[src/rtl/arm_vec_pkg.sv]
// Shared types for the vector execution unit: op encoding, FSM states, beat math.
// Optional build macro VEC_SAT_EN turns codes 6/7 into signed saturating add/sub.
package arm_vec_pkg;

  typedef enum logic [2:0] {
    OP_VADD  = 3'd0,
    OP_VSUB  = 3'd1,
    OP_VAND  = 3'd2,
    OP_VORR  = 3'd3,
    OP_VDUP  = 3'd4,
    OP_VINS  = 3'd5,
`ifdef VEC_SAT_EN
    OP_VQSUB = 3'd6,
    OP_VQADD = 3'd7
`else
    OP_VEXT  = 3'd6
`endif
  } op_e;

  typedef enum logic [1:0] {ST_IDLE, ST_EXEC, ST_DONE} state_e;

  function automatic int beats(input int lanes, input int lpc);
    return (lanes + lpc - 1) / lpc;
  endfunction

  // Lane-wise ops sweep the whole vector; everything else takes a single beat.
  function automatic logic is_lane_op(input op_e op);
    case (op)
      OP_VADD, OP_VSUB, OP_VAND, OP_VORR, OP_VDUP: return 1'b1;
`ifdef VEC_SAT_EN
      OP_VQADD, OP_VQSUB: return 1'b1;
`endif
      default: return 1'b0;
    endcase
  endfunction

endpackage

[src/rtl/arm_vec_lane_alu.sv]
// Single-lane combinational ALU; one instance per lane processed in a beat.
// Saturating add/sub exist only when VEC_SAT_EN is defined.
module arm_vec_lane_alu
  import arm_vec_pkg::*;
#(
  parameter int DATA_WIDTH = 32
) (
  input  op_e                   op_i,
  input  logic [DATA_WIDTH-1:0] a_i,
  input  logic [DATA_WIDTH-1:0] b_i,
  input  logic [DATA_WIDTH-1:0] scalar_i,
  output logic [DATA_WIDTH-1:0] y_o
);

`ifdef VEC_SAT_EN
  localparam logic signed [DATA_WIDTH:0] SMAX = {2'b00, {(DATA_WIDTH-1){1'b1}}};
  localparam logic signed [DATA_WIDTH:0] SMIN = {2'b11, {(DATA_WIDTH-1){1'b0}}};

  function automatic logic [DATA_WIDTH-1:0] sat(input logic signed [DATA_WIDTH:0] v);
    if (v > SMAX) return SMAX[DATA_WIDTH-1:0];
    if (v < SMIN) return SMIN[DATA_WIDTH-1:0];
    return v[DATA_WIDTH-1:0];
  endfunction

  logic signed [DATA_WIDTH:0] a_s, b_s;
  assign a_s = $signed({a_i[DATA_WIDTH-1], a_i});
  assign b_s = $signed({b_i[DATA_WIDTH-1], b_i});
`endif

  always_comb begin
    y_o = '0;
    case (op_i)
      OP_VADD:  y_o = a_i + b_i;
      OP_VSUB:  y_o = a_i - b_i;
      OP_VAND:  y_o = a_i & b_i;
      OP_VORR:  y_o = a_i | b_i;
      OP_VDUP:  y_o = scalar_i;
`ifdef VEC_SAT_EN
      OP_VQADD: y_o = sat(a_s + b_s);
      OP_VQSUB: y_o = sat(a_s - b_s);
`endif
      default:  y_o = '0;
    endcase
  end

endmodule

[src/rtl/arm_vec_unit.sv]
// Multi-cycle vector execution unit: NUM_VREGS x NUM_LANES register file, LANES_PER_CYCLE lanes per beat.
// Build macro VEC_SAT_EN selects saturating ops on codes 6/7 (otherwise 6 = VEXT, 7 reserved).
module arm_vec_unit
  import arm_vec_pkg::*;
#(
  parameter int DATA_WIDTH      = 32,
  parameter int NUM_LANES       = 5,
  parameter int NUM_VREGS       = 4,
  parameter int LANES_PER_CYCLE = 1,
  localparam int VIW = $clog2(NUM_VREGS),
  localparam int LIW = (NUM_LANES > 1) ? $clog2(NUM_LANES) : 1
) (
  input  logic                            clk,
  input  logic                            reset,
  input  logic                            start,
  input  logic [2:0]                      op,
  input  logic [VIW-1:0]                  vd,
  input  logic [VIW-1:0]                  vn,
  input  logic [VIW-1:0]                  vm,
  input  logic [DATA_WIDTH-1:0]           scalar_in,
  input  logic [LIW-1:0]                  lane_idx,
  input  logic [VIW-1:0]                  rd_vreg,
  output logic                            busy,
  output logic                            done,
  output logic [DATA_WIDTH-1:0]           scalar_out,
  output logic                            lane_err,
  output logic [NUM_LANES*DATA_WIDTH-1:0] vec_out
);

  localparam int BEATS = beats(NUM_LANES, LANES_PER_CYCLE);
  localparam int BW    = (BEATS > 1) ? $clog2(BEATS) : 1;

  state_e                state_q, state_d;
  op_e                   op_q;
  logic [VIW-1:0]        vd_q, vn_q, vm_q;
  logic [DATA_WIDTH-1:0] scalar_q;
  logic [LIW-1:0]        lane_q;
  logic [BW-1:0]         beat_q;
  logic [DATA_WIDTH-1:0] scalar_out_q;
  logic                  lane_err_q;
  logic [DATA_WIDTH-1:0] vreg_q [NUM_VREGS][NUM_LANES];

  logic                  last_beat, lane_ok;
  logic                  vld [LANES_PER_CYCLE];
  logic [LIW-1:0]        sel [LANES_PER_CYCLE];
  logic [DATA_WIDTH-1:0] y   [LANES_PER_CYCLE];

  assign last_beat = !is_lane_op(op_q) || (int'(beat_q) == BEATS - 1);
  assign lane_ok   = int'(lane_q) < NUM_LANES;

  // Lanes of the current beat; the tail of a partial final beat is masked off.
  always_comb begin
    for (int j = 0; j < LANES_PER_CYCLE; j++) begin
      vld[j] = (int'(beat_q) * LANES_PER_CYCLE + j) < NUM_LANES;
      sel[j] = vld[j] ? LIW'(int'(beat_q) * LANES_PER_CYCLE + j) : '0;
    end
  end

  for (genvar g = 0; g < LANES_PER_CYCLE; g++) begin : g_lane
    arm_vec_lane_alu #(.DATA_WIDTH(DATA_WIDTH)) u_alu (
      .op_i     (op_q),
      .a_i      (vreg_q[vn_q][sel[g]]),
      .b_i      (vreg_q[vm_q][sel[g]]),
      .scalar_i (scalar_q),
      .y_o      (y[g])
    );
  end

  always_comb begin
    state_d = state_q;
    case (state_q)
      ST_IDLE: if (start) state_d = ST_EXEC;
      ST_EXEC: if (last_beat) state_d = ST_DONE;
      ST_DONE: state_d = ST_IDLE;
      default: state_d = ST_IDLE;
    endcase
  end

  always_ff @(posedge clk) begin
    if (reset) begin
      state_q      <= ST_IDLE;
      beat_q       <= '0;
      scalar_out_q <= '0;
      lane_err_q   <= 1'b0;
      for (int r = 0; r < NUM_VREGS; r++)
        for (int l = 0; l < NUM_LANES; l++)
          vreg_q[r][l] <= '0;
    end else begin
      state_q <= state_d;
      case (state_q)
        ST_IDLE: if (start) begin
          op_q       <= op_e'(op);
          vd_q       <= vd;
          vn_q       <= vn;
          vm_q       <= vm;
          scalar_q   <= scalar_in;
          lane_q     <= lane_idx;
          beat_q     <= '0;
          lane_err_q <= 1'b0;
        end
        ST_EXEC: begin
          beat_q <= beat_q + BW'(1);
          // Reads see pre-beat values, so in-place vd==vn/vm needs no special handling.
          if (is_lane_op(op_q)) begin
            for (int j = 0; j < LANES_PER_CYCLE; j++)
              if (vld[j]) vreg_q[vd_q][sel[j]] <= y[j];
          end else if (op_q == OP_VINS) begin
            if (lane_ok) vreg_q[vd_q][lane_q] <= scalar_q;
            else         lane_err_q <= 1'b1;
          end
`ifndef VEC_SAT_EN
          else if (op_q == OP_VEXT) begin
            if (lane_ok) scalar_out_q <= vreg_q[vn_q][lane_q];
            else         lane_err_q <= 1'b1;
          end
`endif
        end
        default: ;
      endcase
    end
  end

  assign busy       = (state_q != ST_IDLE);
  assign done       = (state_q == ST_DONE);
  assign scalar_out = scalar_out_q;
  assign lane_err   = lane_err_q;

  always_comb begin
    vec_out = '0;
    for (int l = 0; l < NUM_LANES; l++)
      vec_out[l*DATA_WIDTH +: DATA_WIDTH] = vreg_q[rd_vreg][l];
  end

endmodule

[config.mk]
export PLATFORM = sky130hd
export DESIGN_NAME = arm_vec_unit
export DESIGN_NICKNAME = d
export VERILOG_FILES = /design/src/rtl/arm_vec_pkg.sv /design/src/rtl/arm_vec_lane_alu.sv /design/src/rtl/arm_vec_unit.sv
export SDC_FILE = /design/constraint.sdc
export NUM_CORES = 2
export LEC_CHECK = 0
export BUFFER_PORTS_ARGS = -buffer_cell sky130_fd_sc_hd__buf_4
export CAP_MARGIN = 40
export CORE_ASPECT_RATIO = 1.1
export CORE_UTILIZATION = 57
export DETAILED_ROUTE_END_ITERATION = 8
export GPL_ROUTABILITY_DRIVEN = 0
export PLACE_DENSITY_LB_ADDON = 0.08
export REMOVE_ABC_BUFFERS = 1
export SETUP_SLACK_MARGIN = 0.3
export SLEW_MARGIN = 25
export SYNTH_ARGS = -nofsm -noshare
export SYNTH_HDL_FRONTEND = slang
export SYNTH_HIERARCHICAL = 1
export SYNTH_SLANG_ARGS = --single-unit
[constraint.sdc]
create_clock -name clk -period 6.5 [get_ports clk]
set_input_delay 0.65 -clock clk [delete_from_list [all_inputs] [get_ports clk]]
set_output_delay 0.65 -clock clk [all_outputs]
set_load 0.01 [all_outputs]
==> After elaboration in Yosys (flattened, before gate mapping) <==
Memory sizes are Yosys's and may differ from the RTL's. A register that Yosys moved wholly into a read port is not among the register bits.
Cells that the tools add are included.
{ "classes": {"addsub": 3, "magnitude_cmp": 6, "eq_ne": 13, "muxes": 207, "bitwise": 167, "n_reduce_logical": 15} }
{ "op_table": {"columns": ["cell", "count"], "rows": [
  ["two-way mux 160 bit", 4],
  ["binary-select mux 32 bit (select 3 bit)", 3],
  ["two-way mux 32 bit", 8],
  ["demux 32 bit (select 3 bit)", 2],
  ["two-way mux 1 bit", 179],
  ["OR 1 bit", 160],
  ["case mux 32 bit (5 select lines)", 1],
  ["OR reduction 160 bit", 1],
  ["adder 32 bit", 1],
  ["bitwise AND 32 bit", 1],
  ["OR 32 bit", 1],
  ["subtractor 32 bit", 1],
  ["equality test 3 bit, second input constant", 4],
  ["two-way mux 2 bit", 5],
  ["greater-or-equal comparator 4 bit, second input constant", 2],
  ["less-than comparator 4 x 1 -> 1 bit, second input constant", 2],
  ["NOT 3 -> 4 bit", 2],
  ["equality test 3 x 2 -> 1 bit, second input constant", 2],
  ["less-than comparator 3 bit, second input constant", 2],
  ["two-way mux 3 bit", 2],
  ["inequality test 2 bit, second input constant", 3],
  ["case mux 3 bit (2 select lines)", 1],
  ["AND reduction 5 bit", 1],
  ["OR reduction 5 bit", 1],
  ["other kinds (17)", 22]
]} }
{ "word_totals": {"regBits": 82, "ram_bits": 640, "out_inout_bits": 195, "mem_count": 1} }
{ "mem_list": {"columns": ["memory", "depth", "word_bits", "rd", "rd_ports_with_merged_regs", "write_ports", "line", "rtl"], "rows": [
  ["vreg_q", 4, 160, 3, 2, 4, "arm_vec_unit.sv:41", "logic [DATA_WIDTH-1:0] vreg_q [NUM_VREGS][NUM_LANES];"]
]} }

==> Depth between registers and ports, before layout <==
{ "logic_depth": {"ltp_word": 12, "mapped_depth": 27} }

==> Cells and area by module <==
Netlist, hierarchy kept.
{ "by_module_without_submodules": {"columns": ["mod", "n_inst", "cells_each", "area_each_um2", "seq_area_each_um2"], "rows": [
  ["arm_vec_unit", 1, 3244, 43864.6, 21380.5],
  ["arm_vec_lane_alu", 1, 479, 3283.1, 0.0]
]} }

==> Least setup slack after synthesis <==
Ideal clock, no wire load.
{ "synth_path": {"kind": "reg-to-reg", "start": "reg (tool-made name)", "end": "mem vreg_q[0][124] (netlist bit) (data pin)", "setup_ps": 147, "arrival_ps": 5894, "slack_ps": 459, "stages_incl_launch_ff": 28, "n_path_buf": 4, "synth_period_minus_slack_ps": 6041, "path_cell_list": "dfxtp_1 clkbuf_1 buf_2 buf_2 mux4_2 o32ai_1 a211oi_1 inv_1 ha_1 nand2b_1 or4_1 nor2_1 and2_1 inv_1 or2_2 o21ai_0 xor2_1 ha_1 and2_1 clkbuf_1 a41o_1 a21oi_1 o21ai_1 a221oi_1 o21a_1 o311ai_0 mux2i_1 nor2_1"} }
{ "synth_rtl": {"columns": ["item", "line"], "rows": [
  ["to (decl)", "arm_vec_unit.sv:41"]
]} }

==> impl_metrics.tcl <==
set metrics [dict create \
    antenna_left 0 \
    cts_root_buffer "clkbuf_16" \
    hp-class "input port to register" \
    grt_max_degree 102 \
    drt_iter0_markers 7416 \
    relSlewSlack_pct 30.57 \
    core_um2 81890 \
    clock_latency_ns 0.69 \
    worst_clock_skew_ns 0.04468 \
    power_mw 13.65 \
    viasPerCell 7.824 \
    grt_pass1_vias 39020 \
    cts_buffer_depth 3 \
    fin_crit_sh_pct 94.47 \
    synth_top_area_share_pct 43.56 \
    leakagePower_nw 19.77 \
    multiInputGateArea_um2 25060 \
    die_h_um 303.6 \
    design.portCount 244 \
    cp_data_arrival_time_ns 6.53 \
    crit_type "register to register" \
    drtPass1Iterations 6 \
    synth-edff-count 684 \
    max_freq_mhz 162.9 \
    clock_sinks 726 \
    cp.required_ns 6.89 \
    final-hold-violation-count 0 \
    wl_per_cell_um 39.07 \
    fill_cells 5829 \
    cts_tree "done" \
    initial_core_util_pct 57.57 \
    grt_setup_unrepaired "false" \
    wirelength_mm 199.9 \
    async_flop_share_pct 0 \
    whs_ns 0.1302 \
    drc 0 \
    antenna_found_initial 5 \
    finish.utilization_pct 67.21 \
    synthTopCellsByArea "edfxtp_1, mux4_2, mux2i_1" \
    seqCellArea_um2 21400 \
    cts_buffers 83 \
    yosysWarnings 6 \
    post-synth-top-count-cell "nor2_1" \
    dpl.hpwl_mm 122.3 \
    cp_max_fo 15 \
    cts_hold_buf 0 \
    rows 110 \
    synth-seq-area-share_pct 45.35 \
    syn_area_um2 47150 \
    layout-drive-gt1-share_pct 30.73 \
    grt_pass1_wl_mm 277.3 \
    status "finished clean" \
    period_minus_slack_ns 6.141 \
    fin_cells 5117 \
    synth_seq_cells 726 \
    cellPowerDensity_nw_per_um2 247.9 \
    clk_pin_slew_ns 0.06 \
    cap_violations 0 \
    htree_levels 3 \
    end_kind "register" \
    max-vdd-ir-drop_uv 245.4 \
    slew_violations 0 \
    track_usage_pct 46.89 \
    rrSetupSlack_ns 0.36 \
    synth_cells 3723 \
    placed_cells 4931 \
    globalRouteOverflowTotal 0 \
    post_synth_num_cell_types 91 \
    setup_violations 0 \
    die_area_um2 83870 \
    tns_ns 0 \
    pre_cts_ws_ns -0.1679 \
    start_kind "register" \
    die_w_um 276.2 \
    worst_pin_slew_ns 1.034 \
    design_area_um2 55040 \
    area_delta_synth_final_pct 16.74 \
    io_buffers 243 \
    ys_top_cells_by_count "nor2_1, edfxtp_1, mux4_2, mux2i_1, nand2_1" \
    post_dp_cell_area_um2 51560 \
    synth_ff_type "edfxtp_1" \
    synth_area_per_cell_um2 12.66 \
    synth_area_leader_cell "edfxtp_1" \
    nets 4070 \
    worst_slack_ns 0.3595 \
    vias 40040 \
]
-- layout make-up --
type                            count  share of cell area (%)
Antenna cell                        2                0.009093
Clock buffer                      105                   4.133
Clock inverter                     47                  0.8093
Inverter                           22                  0.1546
Multi-Input combinational cell   2648                   45.54
Sequential cell                   726                   38.88
Tap cell                         1064                   2.419
Timing Repair Buffer              503                   8.058
-- cells by family (layout without fill, tap and decap cells) --
kind of cell / count (synthesis) / in the layout / share of synthesized area [%]
XOR/XNOR: 57 / 57 / 1.075
buffers and inverters: 349 / 677 / 3.360
AO/OA/AOI/OAI: 513 / 513 / 7.508
other: 0 / 2 / 0
multiplexers: 879 / 879 / 30.89
adder cells (fa/ha/maj): 66 / 66 / 1.614
flip-flops: 726 / 726 / 45.35
AND/OR/NAND/NOR: 1133 / 1133 / 10.21
-- where the power goes --
group	total, mW	switching, mW	leakage (nW)	internal [mW]
combinational	3.39	2.01	11.1	1.38
clock	4.79	2.03	1.30	2.76
sequential	5.46	0.188	7.37	5.27
-- timing repair --
item | in CTS | in global routing
gates resized for setup | 19 | 70
endpoints found under the hold margin | 0 | 0
gates cloned | 0 | 3
pin swaps | 2 | 8
buffers inserted | 6 | 15
endpoints found under the setup margin | 179 | 261
-- path summary, 6_finish.rpt --
path                start              to  cells after the start
min          scalar_in[0]     scalar_q[0]                      1
max             beat_q[2]  vreg_q[2][158]                     20
min reg2reg       vn_q[0]        register                      1
max reg2reg     beat_q[2]  vreg_q[2][158]                     20
-- state kept, by name, indices dropped and copies added, names as in the netlist, named ones only --
register    flops
vreg_q        640
scalar_out     32
vn_q            2
op_q            3
state_q         2
scalar_q       32
vd_q            2
beat_q          3
lane_err        1
lane_q          3
vm_q            2
-- critical path, stage by stage, from the launching register on --
cell and delay [ns]:
dfxtp_2 0.46, buf_4 0.20, or3b_2 0.66, nand3_2 0.17, buf_4 0.43, nor2_1 0.10, a311oi_1 0.40, inv_1 0.15
ha_1 0.26, fa_1 0.40, nor2b_1 0.20, o2111ai_1 0.16, a21boi_1 0.42, a31oi_4 0.19, a211oi_1 0.35, buf_4 0.20
a21oi_2 0.07, mux2i_1 0.13, a221o_2 0.52, mux2i_2 0.27, nor2_1 0.07
-- per-layer routing --
| metal | up-vias | wire (um) | global-route usage, % | part of all wire [%] |
|---|---|---|---|---|
| met5 | - | 158 | 0.6838 | 0.079 |
| met4 | 12 | 17070 | 31.96 | 8.5 |
| met3 | 1160 | 33490 | 18.44 | 17 |
| met2 | 4218 | 85610 | 68.37 | 43 |
| met1 | 19470 | 63610 | 57.54 | 32 |
| li1 | 15180 | - | - | - |
-- cells in the final DEF, fill, tap and decap left out, types with 36 or more instances in the layout --
master,Yosys,layout
o21ai_0,59,47
mux2i_1,411,387
and3_1,36,36
o22ai_1,93,93
a22oi_1,48,48
a21oi_1,56,54
a211oi_1,65,60
nor2_1,748,744
dfxtp_1,42,36
mux4_2,430,430
clkbuf_16,0,90
a311oi_1,52,52
mux2i_4,30,45
buf_4,17,420
buf_12,3,39
edfxtp_1,684,684
nand2_1,182,181
(Power assumes the default switching activity.)
